<file path="config.mk">
export PLATFORM = sky130hd
export DESIGN_NAME = input_memory_reader
export DESIGN_NICKNAME = d
export VERILOG_FILES = /design/src/rtl/input_memory_reader.sv
export SDC_FILE = /design/constraint.sdc
export NUM_CORES = 1
export LEC_CHECK = 0
export CORE_UTILIZATION = 50
export DETAILED_ROUTE_END_ITERATION = 8
export PLACE_DENSITY = 0.83
export SLEW_MARGIN = 20
export SYNTH_ARGS = -nofsm -noshare
export SYNTH_HDL_FRONTEND = slang
export SYNTH_SLANG_ARGS = --single-unit
</file>
<file path="constraint.sdc">
create_clock -name clock -period 3.7 [get_ports clock]
set_clock_uncertainty 0.05 [all_clocks]
set_input_delay 0.74 -clock clock [delete_from_list [all_inputs] [get_ports clock]]
set_output_delay 0.74 -clock clock [all_outputs]
set_load 0.01 [all_outputs]
</file>
<file path="src/rtl/input_memory_reader.sv">
// ---------------------------------------------------------------------------
// input_memory_reader
//
// Streams one image of PIXEL_COUNT pixels out of a synchronous SRAM (one cycle
// read latency) into a 2-entry FIFO. The FIFO head is presented to the
// histogram datapath with a valid/ready handshake.
//
// Handshake: pixel_data is offered whenever pixel_valid=1. A transfer happens
// on every rising clock edge where pixel_valid=1 and pixel_ready=1. While
// pixel_valid=1 and pixel_ready=0, pixel_data holds its value. pixel_ready may
// be driven independently of pixel_valid.
//
// Ports
//   clock                      rising-edge system clock
//   reset                      asynchronous active-low reset
//   start_read                 level request to stream one image
//   mem_read_enable            SRAM read strobe
//   mem_address                SRAM read address (the read counter)
//   mem_read_data              SRAM data, valid the cycle after the strobe
//   pixel_data / pixel_valid   FIFO head toward the histogram datapath
//   pixel_ready                consumer accepts the head this cycle
//   input_memory_read_finished all pixels delivered (state DONE)
//   busy                       state is READ or DRAIN
// ---------------------------------------------------------------------------
module input_memory_reader #(
    parameter int ADDR_WIDTH  = 12,
    parameter int PIXEL_WIDTH = 8,
    parameter int PIXEL_COUNT = 4096
) (
    input  logic                   clock,
    input  logic                   reset,
    input  logic                   start_read,
    output logic                   mem_read_enable,
    output logic [ADDR_WIDTH-1:0]  mem_address,
    input  logic [PIXEL_WIDTH-1:0] mem_read_data,
    output logic [PIXEL_WIDTH-1:0] pixel_data,
    output logic                   pixel_valid,
    input  logic                   pixel_ready,
    output logic                   input_memory_read_finished,
    output logic                   busy
);

    typedef enum logic [1:0] {
        IDLE  = 2'd0,
        READ  = 2'd1,
        DRAIN = 2'd2,
        DONE  = 2'd3
    } state_t;

    localparam logic [ADDR_WIDTH-1:0] LAST_ADDR = ADDR_WIDTH'(PIXEL_COUNT - 1);

    state_t                 state_q, state_d;
    logic [ADDR_WIDTH-1:0]  rd_cnt_q, rd_cnt_d;
    logic                   inflight_q, inflight_d;
    logic [PIXEL_WIDTH-1:0] fifo_q [2];
    logic [PIXEL_WIDTH-1:0] fifo_d [2];
    logic                   wr_ptr_q, wr_ptr_d;
    logic                   rd_ptr_q, rd_ptr_d;
    logic [1:0]             count_q, count_d;
    logic                   finished_q, finished_d;
    logic                   busy_q, busy_d;

    logic                   pop;
    logic                   push;
    logic [2:0]             occupancy;
    logic                   read_en;

    always_comb begin
        pop       = (count_q != 2'd0) && pixel_ready;
        push      = inflight_q;
        // Buffered plus in-flight pixels, less the one leaving this cycle,
        // must leave room for the new read. Counting the same-cycle pop keeps
        // one read per cycle going while the consumer is ready.
        occupancy = {1'b0, count_q} + {2'b00, inflight_q};
        read_en   = (state_q == READ) && ((occupancy - {2'b00, pop}) < 3'd2);

        state_d    = state_q;
        rd_cnt_d   = rd_cnt_q;
        inflight_d = read_en;
        fifo_d     = fifo_q;
        wr_ptr_d   = wr_ptr_q;
        rd_ptr_d   = rd_ptr_q;
        count_d    = count_q + {1'b0, push} - {1'b0, pop};

        // SRAM data for last cycle's strobe arrives now.
        if (push) begin
            fifo_d[wr_ptr_q] = mem_read_data;
            wr_ptr_d         = ~wr_ptr_q;
        end
        if (pop) begin
            rd_ptr_d = ~rd_ptr_q;
        end

        case (state_q)
            IDLE: begin
                if (start_read) begin
                    state_d  = READ;
                    rd_cnt_d = '0;
                end
            end
            READ: begin
                if (read_en) begin
                    rd_cnt_d = rd_cnt_q + 1'b1;
                    if (rd_cnt_q == LAST_ADDR) begin
                        state_d = DRAIN;
                    end
                end
            end
            DRAIN: begin
                // No reads issue in DRAIN, so an empty FIFO after this edge
                // means the last pixel has just left; finished rises next.
                if (count_d == 2'd0) begin
                    state_d = DONE;
                end
            end
            DONE: begin
                if (!start_read) begin
                    state_d = IDLE;
                end
            end
            default: state_d = IDLE;
        endcase

        finished_d = (state_d == DONE);
        busy_d     = (state_d == READ) || (state_d == DRAIN);
    end

    always_ff @(posedge clock or negedge reset) begin
        if (!reset) begin
            state_q    <= IDLE;
            rd_cnt_q   <= '0;
            inflight_q <= 1'b0;
            fifo_q[0]  <= '0;
            fifo_q[1]  <= '0;
            wr_ptr_q   <= 1'b0;
            rd_ptr_q   <= 1'b0;
            count_q    <= 2'd0;
            finished_q <= 1'b0;
            busy_q     <= 1'b0;
        end else begin
            state_q    <= state_d;
            rd_cnt_q   <= rd_cnt_d;
            inflight_q <= inflight_d;
            fifo_q     <= fifo_d;
            wr_ptr_q   <= wr_ptr_d;
            rd_ptr_q   <= rd_ptr_d;
            count_q    <= count_d;
            finished_q <= finished_d;
            busy_q     <= busy_d;
        end
    end

    // The strobe depends on this cycle's pop so that the SRAM is read every
    // cycle while the consumer keeps up; everything else is a register.
    assign mem_read_enable            = read_en;
    assign mem_address                = rd_cnt_q;
    assign pixel_valid                = (count_q != 2'd0);
    assign pixel_data                 = fifo_q[rd_ptr_q];
    assign input_memory_read_finished = finished_q;
    assign busy                       = busy_q;

endmodule

</file>
* Word level (Yosys, flattened, before mapping) *
Index checks and enable logic that the tools add are counted.

word-level totals
  bits of input ports = 12
  output and inout port bits = 24
  bits in registers = 37

cells by class
  equality and inequality tests = 9
  reduce and logical (&&, ||, !) cells = 9
  bitwise logic cells = 4
  magnitude comparators = 4
  muxes and demuxes = 15
  add/sub/neg operators = 5

operators by type and width
  kind                                                      number
  2-to-1 mux 8 bit                                          4
  2-to-1 mux 12 bit                                         2
  one-hot mux 12 bit (2 select lines)                       1
  bitwise mux 16 bit                                        1
  adder 12 x 1 -> 12 bit, second input constant             1
  equality test 12 bit, second input constant               1
  2-to-1 mux 2 bit                                          5
  demux 8 bit (select 1 bit)                                1
  equality test 2 bit, second input constant                4
  one-hot mux 2 bit (4 select lines)                        1
  equality test 2 x 1 -> 1 bit, second input constant       2
  greater-or-equal comparator 2 bit, second input constant  2
  zero test 2 bit                                           2
  != test 2 bit, second input constant                      2
  inverter 1 -> 2 bit                                       2
  nonzero test 2 bit                                        2
  adder 2 x 1 -> 3 bit                                      1
  logical AND 1 bit                                         3
  < comparator 3 x 2 -> 1 bit, second input constant        1
  AND reduction 3 bit                                       1
  subtractor 3 x 1 -> 3 bit                                 1
  adder 2 x 1 -> 2 bit                                      1
  < comparator 2 x 1 -> 1 bit, second input constant        1
  inverter 1 bit                                            2
  2 further kinds                                           2

* Longest topological paths before layout *
Gate-level depths: netlist of run 1.

  depth in word-level cells = 9
  depth in mapped cells = 13
  mapped depth without buffers = 12

* Worst setup path before layout of run 1 *
OpenSTA, ideal clock, no wires.

  path type = in2out
  start point = input port pixel_ready
  end point = output port mem_read_enable
  path buffers = 1
  arrival = 2,607 ps
  setup slack = 303 ps
  data required time = 2,910 ps
  cell stages on the path = 8
  cells stage by stage = and2_1 > ha_1 > inv_1 > ha_1 > fa_1 > or3b_1 > buf_2 > nor2_1

on the way
  cells in the longest elaborated chain, start to end = 4

RTL lines
  what                         RTL line  text
  from (decl)                  38        input logic pixel_ready,
  logical AND 1 bit            69        pop = (count_q != 2'd0) && pixel_ready;
  subtractor 3 x 1 -> 3 bit    75        read_en = (state_q == READ) && ((occupancy - {2'b00, pop}) < 3'd2);
  < comparator 3 x 2 -> 1 bit  75
  logical AND 1 bit            75
  to (decl)                    33        output logic mem_read_enable,

Every way passes these cells.

* Final worst setup path of run 1 *
  start point = input port pixel_ready
  end point = output port mem_read_enable

on the way
  cells in the longest elaborated chain, start to end = 4

RTL lines
  what                         RTL line  text
  logical AND 1 bit            69
  via pop                      63        logic pop;
  subtractor 3 x 1 -> 3 bit    75
  < comparator 3 x 2 -> 1 bit  75
  logical AND 1 bit            75

The timed path passes the listed nets, and every way through them passes these cells.

==> insert_results.sql, run 1 <==
INSERT INTO impl_metrics (metric_group, metric, value, unit) VALUES
('sta', 'timing.slew.headroom', '55.4', '%'),
('finish', 'antenna-diode-count', '0', ''),
('finish', 'syn2layout_area_growth', '31.8', '%'),
('critical_path', 'setup.worst_path.end_class', 'output pin', ''),
('clocking', 'worstSkewPairLatency', '330', 'ps'),
('sta', 'layout_worst_path_cycle_share', '98.3', '%'),
('global_routing', 'via_count_of_the_first_global_routing_pass', '1224', ''),
('global_routing', 'maximum_number_of_pins_on_one_net_before_global_route_repair', '38', ''),
('synthesis', 'syn-num-nets', '159', ''),
('critical_path', 'worstPathCellList', 'clkdlybuf4s50_1 -> and2_4 -> ha_4 -> inv_1 -> ha_2 -> fa_1 -> or3b_4 -> nor2_4 -> buf_6', ''),
('finish', 'multiInputGateArea', '796', 'um2'),
('floorplanning', 'io-pin-count', '36', ''),
('worst_hold_path', 'hp-class', 'flip-flop to flip-flop', ''),
('run_status', 'run_status', 'completed', ''),
('clocking', 'cts-buffers-inserted', '5', ''),
('pwr', 'p_per_area', '803', 'nW/um2'),
('critical_path', 'timing.setup.critical_path_class', 'input pin to output pin', ''),
('global_routing', 'grt_first_pass_wirelength', '5.19', 'mm'),
('pwr', 'ir_drop', '0.593', 'mV'),
('global_routing', 'grt_util_all_layers', '19.5', '%'),
('drt', 'drt_drc_violations_left', '0', ''),
('critical_path', 'timing.critical_path.required', '2910', 'ps'),
('place', 'detailedPlacementHpwl', '2.33', 'mm'),
('drt', 'postRouteAntennaNets', '0', ''),
('drt', 'drt_iter0_drc', '36', ''),
('finish', 'finalInstanceArea', '2270', 'um2'),
('critical_path', 'gate_family_responsible_for_the_most_delay_along_the_worst_path', 'adder cells', ''),
('global_routing', 'grt_remaining_overflow', '0', ''),
('finish', 'n_fill_cell', '243', ''),
('synthesis', 'synth_top_area_cell', 'dfrtp_1', ''),
('synthesis', 'synthDominantCellAreaShare', '53.8', '%'),
('critical_path', 'critical_path_arrival', '2850', 'ps'),
('critical_path', 'critPathMaxFanout', '2', ''),
('floorplanning', 'floorplan.die.width', '60.7', 'um'),
('sta', 'finalMaxSlewViolations', '0', ''),
('critical_path', 'crit_path_top_delay_cell', 'fa_1', ''),
('sta', 'fmax', '275', 'MHz'),
('floorplanning', 'core_box_area', '3150', 'um2'),
('finish', 'finish.utilization', '72.0', '%'),
('finish', 'area.sequential', '926', 'um2'),
('global_routing', 'antenna_found_initial', '0', ''),
('synthesis', 'fraction_of_registers_with_async_set_or_reset_after_synthesis', '100', '%'),
('floorplanning', 'die-height', '60.7', 'um'),
('sta', 'report.final.hold_viol_count', '0', ''),
('critical_path', 'reg_to_reg_setup_timing_slack', '360', 'ps'),
('drt', 'avgViaCountPerCell', '5.25', ''),
('job', 'cap_violations', '0', ''),
('finish', 'finalNetCount', '208', ''),
('drt', 'wire_per_inst', '13.9', 'um'),
('clocking', 'clock_sinks', '37', ''),
('synthesis', 'post_synthesis_cells', '142', ''),
('drt', 'drt-total-wl', '3.29', 'mm'),
('clocking', 'clock_pin_transition_on_the_worst_setup_and_hold_timing_paths', '100', 'ps'),
('sta', 'setup-violations-final', '0', ''),
('floorplanning', 'num_rows', '20', ''),
('critical_path', 'highest_cell_delay_on_the_worst_timing_path', '470', 'ps'),
('synthesis', 'ys.flop_type', 'dfrtp_1', ''),
('synthesis', 'synth_enable_flop_cells', '0', ''),
('synthesis', 'ys_top_cells_by_area', 'dfrtp_1 (54%), mux2_2 (16%), xnor2_1 (3.1%)', ''),
('place', 'area_post_placement', '2180', 'um2'),
('finish', 'drive_above_1_share', '27.1', '%'),
('synthesis', 'ys_seq_elements', '37', ''),
('place', 'gp_routability_congestion', '0.871', ''),
('floorplanning', 'initial_utilization', '54.6', '%'),
('sta', 'timing.final.crit_period', '3640', 'ps'),
('synthesis', 'netlist-cell-type-count', '35', ''),
('clocking', 'cts_buffer_depth', '2', ''),
('place', 'buffer_ports.inserted', '35', ''),
('clocking', 'cts_root_buffer', 'clkbuf_4', ''),
('critical_path', 'timing.critical_path.buf_inv', '3', ''),
('drt', 'via_count', '1239', ''),
('synthesis', 'synth_area', '1720', 'um2'),
('synthesis', 'avgSynthCellArea', '12.1', 'um2'),
('clocking', 'clock_tree.htree_level_count', '2', ''),
('sta', 'rsz0062_at_grt', 'false', ''),
('drt', 'drt_first_pass_iters', '4', ''),
('sta', 'whs', '454', 'ps'),
('clocking', 'clock_tree_from_tritoncts', 'built', ''),
('synthesis', 'yosysSeqAreaShare', '53.8', '%'),
('critical_path', 'critPathLaunchType', 'input pin', ''),
('synthesis', 'synth-warning-count', '0', ''),
('pwr', 'p_leak', '0.960', 'nW'),
('floorplanning', 'floorplan.die_area', '3680', 'um2'),
('sta', 'worst_pin_slew', '667', 'ps');
sequential cells by signal, summed over array words and instances, names as in the netlist:
signal / flops
input_memory_read_finished: 1
count_q: 2
state_q: 2
mem_address: 12
fifo_q: 16
busy: 1
inflight_q: 1
wr_ptr_q: 1
rd_ptr_q: 1
final cells by class:
type / instances / area share, %
clock inverter: 2 / 0.441
clock buffer: 6 / 1.82
sequential: 37 / 40.8
timing repair buffer: 45 / 18.8
multi-input combinational: 98 / 35.1
inverter: 4 / 0.662
tap: 44 / 2.43
synth_stat cells, types with 2 or more instances:
cell / number
ha_1: 4
xnor2_1: 6
nor4_1: 2
inv_1: 4
clkbuf_1: 2
nand3_1: 5
mux2i_1: 2
xor2_1: 2
or3_1: 2
nor2_1: 13
mux2_2: 25
nor3b_1: 2
a21oi_1: 3
o21ai_1: 2
nand2_1: 11
nor3_1: 2
dfrtp_1: 37
where the power goes:
| part | switching, mW | leakage [nW] | internal [mW] |
|---|---|---|---|
| combinational | 0.381 | 0.475 | 0.572 |
| sequential | 0.116 | 0.453 | 0.551 |
| clock | 0.130 | 0.0320 | 0.0724 |
| total | 0.627 | 0.960 | 1.20 |
kinds of logic after synthesis:
| group | Yosys count | synth area share [%] |
|---|---|---|
| AO/OA/AOI/OAI | 11 | 4.00 |
| XOR/XNOR | 8 | 4.07 |
| adder cells (fa/ha/maj) | 5 | 4.07 |
| buffers and inverters | 7 | 1.60 |
| flip-flops | 37 | 53.8 |
| multiplexers | 27 | 17.5 |
| AND/OR/NAND/NOR | 47 | 15.0 |
path summary, 6_finish.rpt:
path	from	endpoint	depth (start not counted)
worst max register to register	count_q[1]$_DFF_PN0_	busy$_DFF_PN0_	14
max in group asynchronous	reset	fifo_q[10]$_DFFE_PN0P_	2
worst min-delay path	wr_ptr_q$_DFFE_PN0P_	wr_ptr_q$_DFFE_PN0P_	1
min in group asynchronous	reset	fifo_q[0]$_DFFE_PN0P_	2
worst min register to register	wr_ptr_q$_DFFE_PN0P_	wr_ptr_q$_DFFE_PN0P_	1
worst max-delay path	pixel_ready	mem_read_enable	9
timing repair:
| item | CTS | global route |
|---|---|---|
| hold buffers | 0 | 0 |
| gates resized for setup | 11 | 0 |
| buffers inserted | 1 | 0 |
| endpoints found under the setup margin | 1 | 1 |
| pin swaps | 3 | 3 |
cell usage in the layout (no fill, tap or decap), drive strengths merged, types with 2 or more instances in the layout:
cell type and count:
a21oi 3, buf 11, clkbuf 6, clkdlybuf4s50 34
clkinv 2, dfrtp 37, ha 4, inv 4
mux2 25, mux2i 2, nand2 11, nand3 5
nor2 13, nor3 3, nor3b 2, nor4 2
o21ai 3, or3 2, or3b 2, xnor2 6
xor2 2
metrics by stage:
| stage | setup WS (ps) | power (mW) | TNS (ps) | cells |
|---|---|---|---|---|
| after floorplan | 303 | 1.17 | 0 | 142 |
| after global placement | -404 | 1.52 | -626 | 227 |
| after detailed placement | -460 | 1.56 | -1050 | 227 |
| after CTS | 1.63 | 1.84 | 0 | 236 |
| after global routing | 10.1 | 1.94 | 0 | 236 |
| final | 64.7 | 1.82 | 0 | 236 |
layer usage:
layer	up-vias	global-route usage, %	share of wire [%]
li1	591	-	-
met1	602	20.6	42
met2	41	37.7	52
met3	5	4.26	4.8
met4	0	6.82	1.0
met5	-	0	0
(Power assumes the default switching activity.)
==> run 2, diff against run 1 <==
- CTS_CLUSTER_DIAMETER: unset -> 80
- GPL_ROUTABILITY_DRIVEN: unset -> 1
- SLEW_MARGIN: 20 -> 30
==> results of run 2 <==
The final DEF is identical to that of run 1; final timing and power are the same.
==> run 3, diff against run 2 <==
- CAP_MARGIN: unset -> 20
- SETUP_SLACK_MARGIN: unset -> 0.3
==> run 3 against run 2 <==
  * Register-to-register slack better by 120 ps
  * Final cell count grew 1.3%
  * Highest routed layer unchanged
  * Die area unchanged
  * Critical path depth grew 1
  * Setup slack improved by 240 ps
  * Largest cell class unchanged
  * First-iteration DRC count shrank 11%
  * Count of clock-buffer cells in the layout unchanged
  * Critical endpoint unchanged
==> insert_results.sql, run 3 (same netlist as run 1, synthesis figures left out) <==
INSERT INTO impl_metrics (metric_group, metric, value, unit) VALUES
('sta', 'tns', '0', 'ps'),
('drt', 'drt-total-wl', '3.41', 'mm'),
('worst_hold_path', 'hp-class', 'flip-flop to flip-flop', ''),
('clocking', 'clock_tree.htree_level_count', '2', ''),
('global_routing', 'grt_remaining_overflow', '0', ''),
('sta', 'rsz0062_at_grt', 'true', ''),
('critical_path', 'crit_path_capture', 'mem_read_enable', ''),
('global_routing', 'via_count_of_the_first_global_routing_pass', '1237', ''),
('critical_path', 'worstPathCellList', 'inv_2 -> nand2_1 -> and2_4 -> ha_4 -> inv_2 -> ha_4 -> fa_1 -> or3b_4 -> nor2_4 -> buf_6', ''),
('worst_hold_path', 'worst_hold_path_cell_count', '1', ''),
('floorplanning', 'num_rows', '20', ''),
('floorplanning', 'die-height', '60.7', 'um'),
('critical_path', 'stages_on_the_worst_setup_path', '10', ''),
('drt', 'avgViaCountPerCell', '5.29', ''),
('place', 'detailedPlacementHpwl', '2.33', 'mm'),
('critical_path', 'critPathMaxFanout', '2', ''),
('sta', 'layout_worst_path_cycle_share', '91.7', '%'),
('clocking', 'worstSkewPairLatency', '340', 'ps'),
('critical_path', 'start_point_of_the_critical_path', 'count_q[1]$_DFF_PN0_', ''),
('critical_path', 'highest_cell_delay_on_the_worst_timing_path', '510', 'ps'),
('drt', 'drt_drc_violations_left', '0', ''),
('finish', 'drive_above_1_share', '30.8', '%'),
('global_routing', 'antenna_found_initial', '0', ''),
('finish', 'mostFrequentLayoutCell', 'dfrtp_1', ''),
('critical_path', 'gate_family_responsible_for_the_most_delay_along_the_worst_path', 'adder cells', ''),
('sta', 'finalMaxSlewViolations', '0', ''),
('critical_path', 'crit_path_top_delay_cell', 'fa_1', ''),
('sta', 'fmax', '295', 'MHz'),
('floorplanning', 'io-pin-count', '36', ''),
('critical_path', 'critical_path_arrival', '2600', 'ps'),
('clocking', 'cts_root_buffer', 'clkbuf_4', ''),
('sta', 'report.final.hold_viol_count', '0', ''),
('critical_path', 'regToRegEndpoint', 'busy$_DFF_PN0_', ''),
('critical_path', 'critPathLaunchType', 'flip-flop', ''),
('finish', 'syn2layout_area_growth', '33.7', '%'),
('clocking', 'clock_tree_from_tritoncts', 'built', ''),
('clocking', 'cts-buffers-inserted', '5', ''),
('floorplanning', 'initial_utilization', '54.6', '%'),
('sta', 'whs', '454', 'ps'),
('drt', 'wire_per_inst', '14.3', 'um'),
('place', 'gp_routability_congestion', '0.871', ''),
('finish', 'final_cell_mix', 'dfrtp_1 (37), clkdlybuf4s50_1 (33), mux2_2 (25)', ''),
('floorplanning', 'core_box_area', '3150', 'um2'),
('finish', 'antenna-diode-count', '0', ''),
('clocking', 'cts_buffer_depth', '2', ''),
('clocking', 'postCtsHoldBufs', '0', ''),
('finish', 'largest-register', 'fifo_q', ''),
('critical_path', 'reg_to_reg_setup_timing_slack', '480', 'ps'),
('global_routing', 'grt_util_all_layers', '20.1', '%'),
('job', 'cap_violations', '0', ''),
('floorplanning', 'floorplan.die.width', '60.7', 'um'),
('drt', 'via_count', '1264', ''),
('critical_path', 'worst-r2r-cell-count', '14', ''),
('sta', 'setup-violations-final', '0', ''),
('pwr', 'p_per_area', '814', 'nW/um2'),
('drt', 'postRouteAntennaNets', '0', ''),
('drt', 'drt_iter0_drc', '32', ''),
('critical_path', 'timing.critical_path.buf_inv', '3', ''),
('clocking', 'clock_pin_transition_on_the_worst_setup_and_hold_timing_paths', '100', 'ps'),
('finish', 'n_fill_cell', '242', ''),
('clocking', 'clock_sinks', '37', ''),
('critical_path', 'timing.critical_path.required', '2910', 'ps'),
('sta', 'worst_pin_slew', '667', 'ps'),
('place', 'buffer_ports.inserted', '35', ''),
('global_routing', 'maximum_number_of_pins_on_one_net_before_global_route_repair', '38', ''),
('critical_path', 'timing.setup.critical_path_class', 'flip-flop to output pin', ''),
('pwr', 'p_leak', '0.972', 'nW'),
('global_routing', 'grt_first_pass_wirelength', '5.33', 'mm'),
('pwr', 'finalPower', '1.87', 'mW'),
('finish', 'number_of_flip_flops_in_the_largest_register', '16', ''),
('sta', 'timing.slew.headroom', '55.4', '%'),
('critical_path', 'crit-reg2reg-launch', 'count_q[1]$_DFF_PN0_', ''),
('finish', 'finalNetCount', '211', ''),
('run_status', 'run_status', 'completed', ''),
('critical_path', 'setup.worst_path.end_class', 'output pin', ''),
('sta', 'timing.final.crit_period', '3390', 'ps'),
('drt', 'drt_first_pass_iters', '4', ''),
('floorplanning', 'floorplan.die_area', '3680', 'um2'),
('pwr', 'ir_drop', '0.617', 'mV');
## run 3: cell types whose count changed in the layout (fill, tap and decap cells not counted), sizes merged
cell	change
buf	+4
clkdlybuf4s50	-1
## run 3: layout make-up
cell class	count	area, um2	share of cell area (%)
Clock buffer	6	41.3	1.79
Clock inverter	2	10.0	0.435
Timing Repair Buffer	48	444	19.3
Sequential cell	37	926	40.2
Tap cell	44	55.1	2.39
Multi-Input combinational cell	98	811	35.2
Inverter	4	15.0	0.652
## run 3: worst min path at each step
stage	endpoint	slack, ps	from
final	wr_ptr_q$_DFFE_PN0P_	450	wr_ptr_q$_DFFE_PN0P_
after global routing	fifo_q[11]$_DFFE_PN0P_	490	fifo_q[11]$_DFFE_PN0P_
after global placement	wr_ptr_q$_DFFE_PN0P_	430	wr_ptr_q$_DFFE_PN0P_
after floorplan	busy$_DFF_PN0_	390	reset
after detailed placement	fifo_q[5]$_DFFE_PN0P_	440	fifo_q[5]$_DFFE_PN0P_
after CTS	fifo_q[5]$_DFFE_PN0P_	460	fifo_q[5]$_DFFE_PN0P_
## run 3: routing by layer
| metal | wire [um] | GRT usage (%) |
|---|---|---|
| met5 | 0 | 0 |
| met4 | 34 | 6.82 |
| met3 | 158 | 4.90 |
| met2 | 1750 | 38.3 |
| met1 | 1460 | 21.6 |
## run 3: repair_timing
action,CTS,global route
setup buffers,4,0
endpoints found under the setup margin,5,2
pin swaps,5,3
gates resized for setup,18,1
## run 3: where the power goes
group	switching (mW)	internal (mW)	leakage, nW
clock network	0.131	0.0724	0.0320
registers	0.120	0.551	0.453
logic	0.396	0.604	0.487
total	0.647	1.23	0.972
## run 3: worst reg2reg max path: stages, from the launching register on
cell       delay, ps
dfrtp_1          410
inv_2             60
nand2_1           60
and2_4           150
ha_4             260
inv_2             40
ha_4             150
fa_1             510
or3b_4           410
buf_4            170
nand4bb_4        230
nor3_2           150
buf_4            150
a21o_1            90
ha_1             220
## run 3: through the flow
stage / utilization, % / cell area, um2 / setup WS (ps) / instances
2_1_floorplan: - / 1720 / 303 / 142
3_3_place_gp: 69.2 / 2180 / -404 / 227
4_1_cts: 72.9 / 2300 / 308 / 239
5_1_grt: 73.0 / 2300 / 209 / 239
3_5_place_dp: 69.2 / 2180 / -460 / 227
6_report: 73.0 / 2300 / 306 / 239
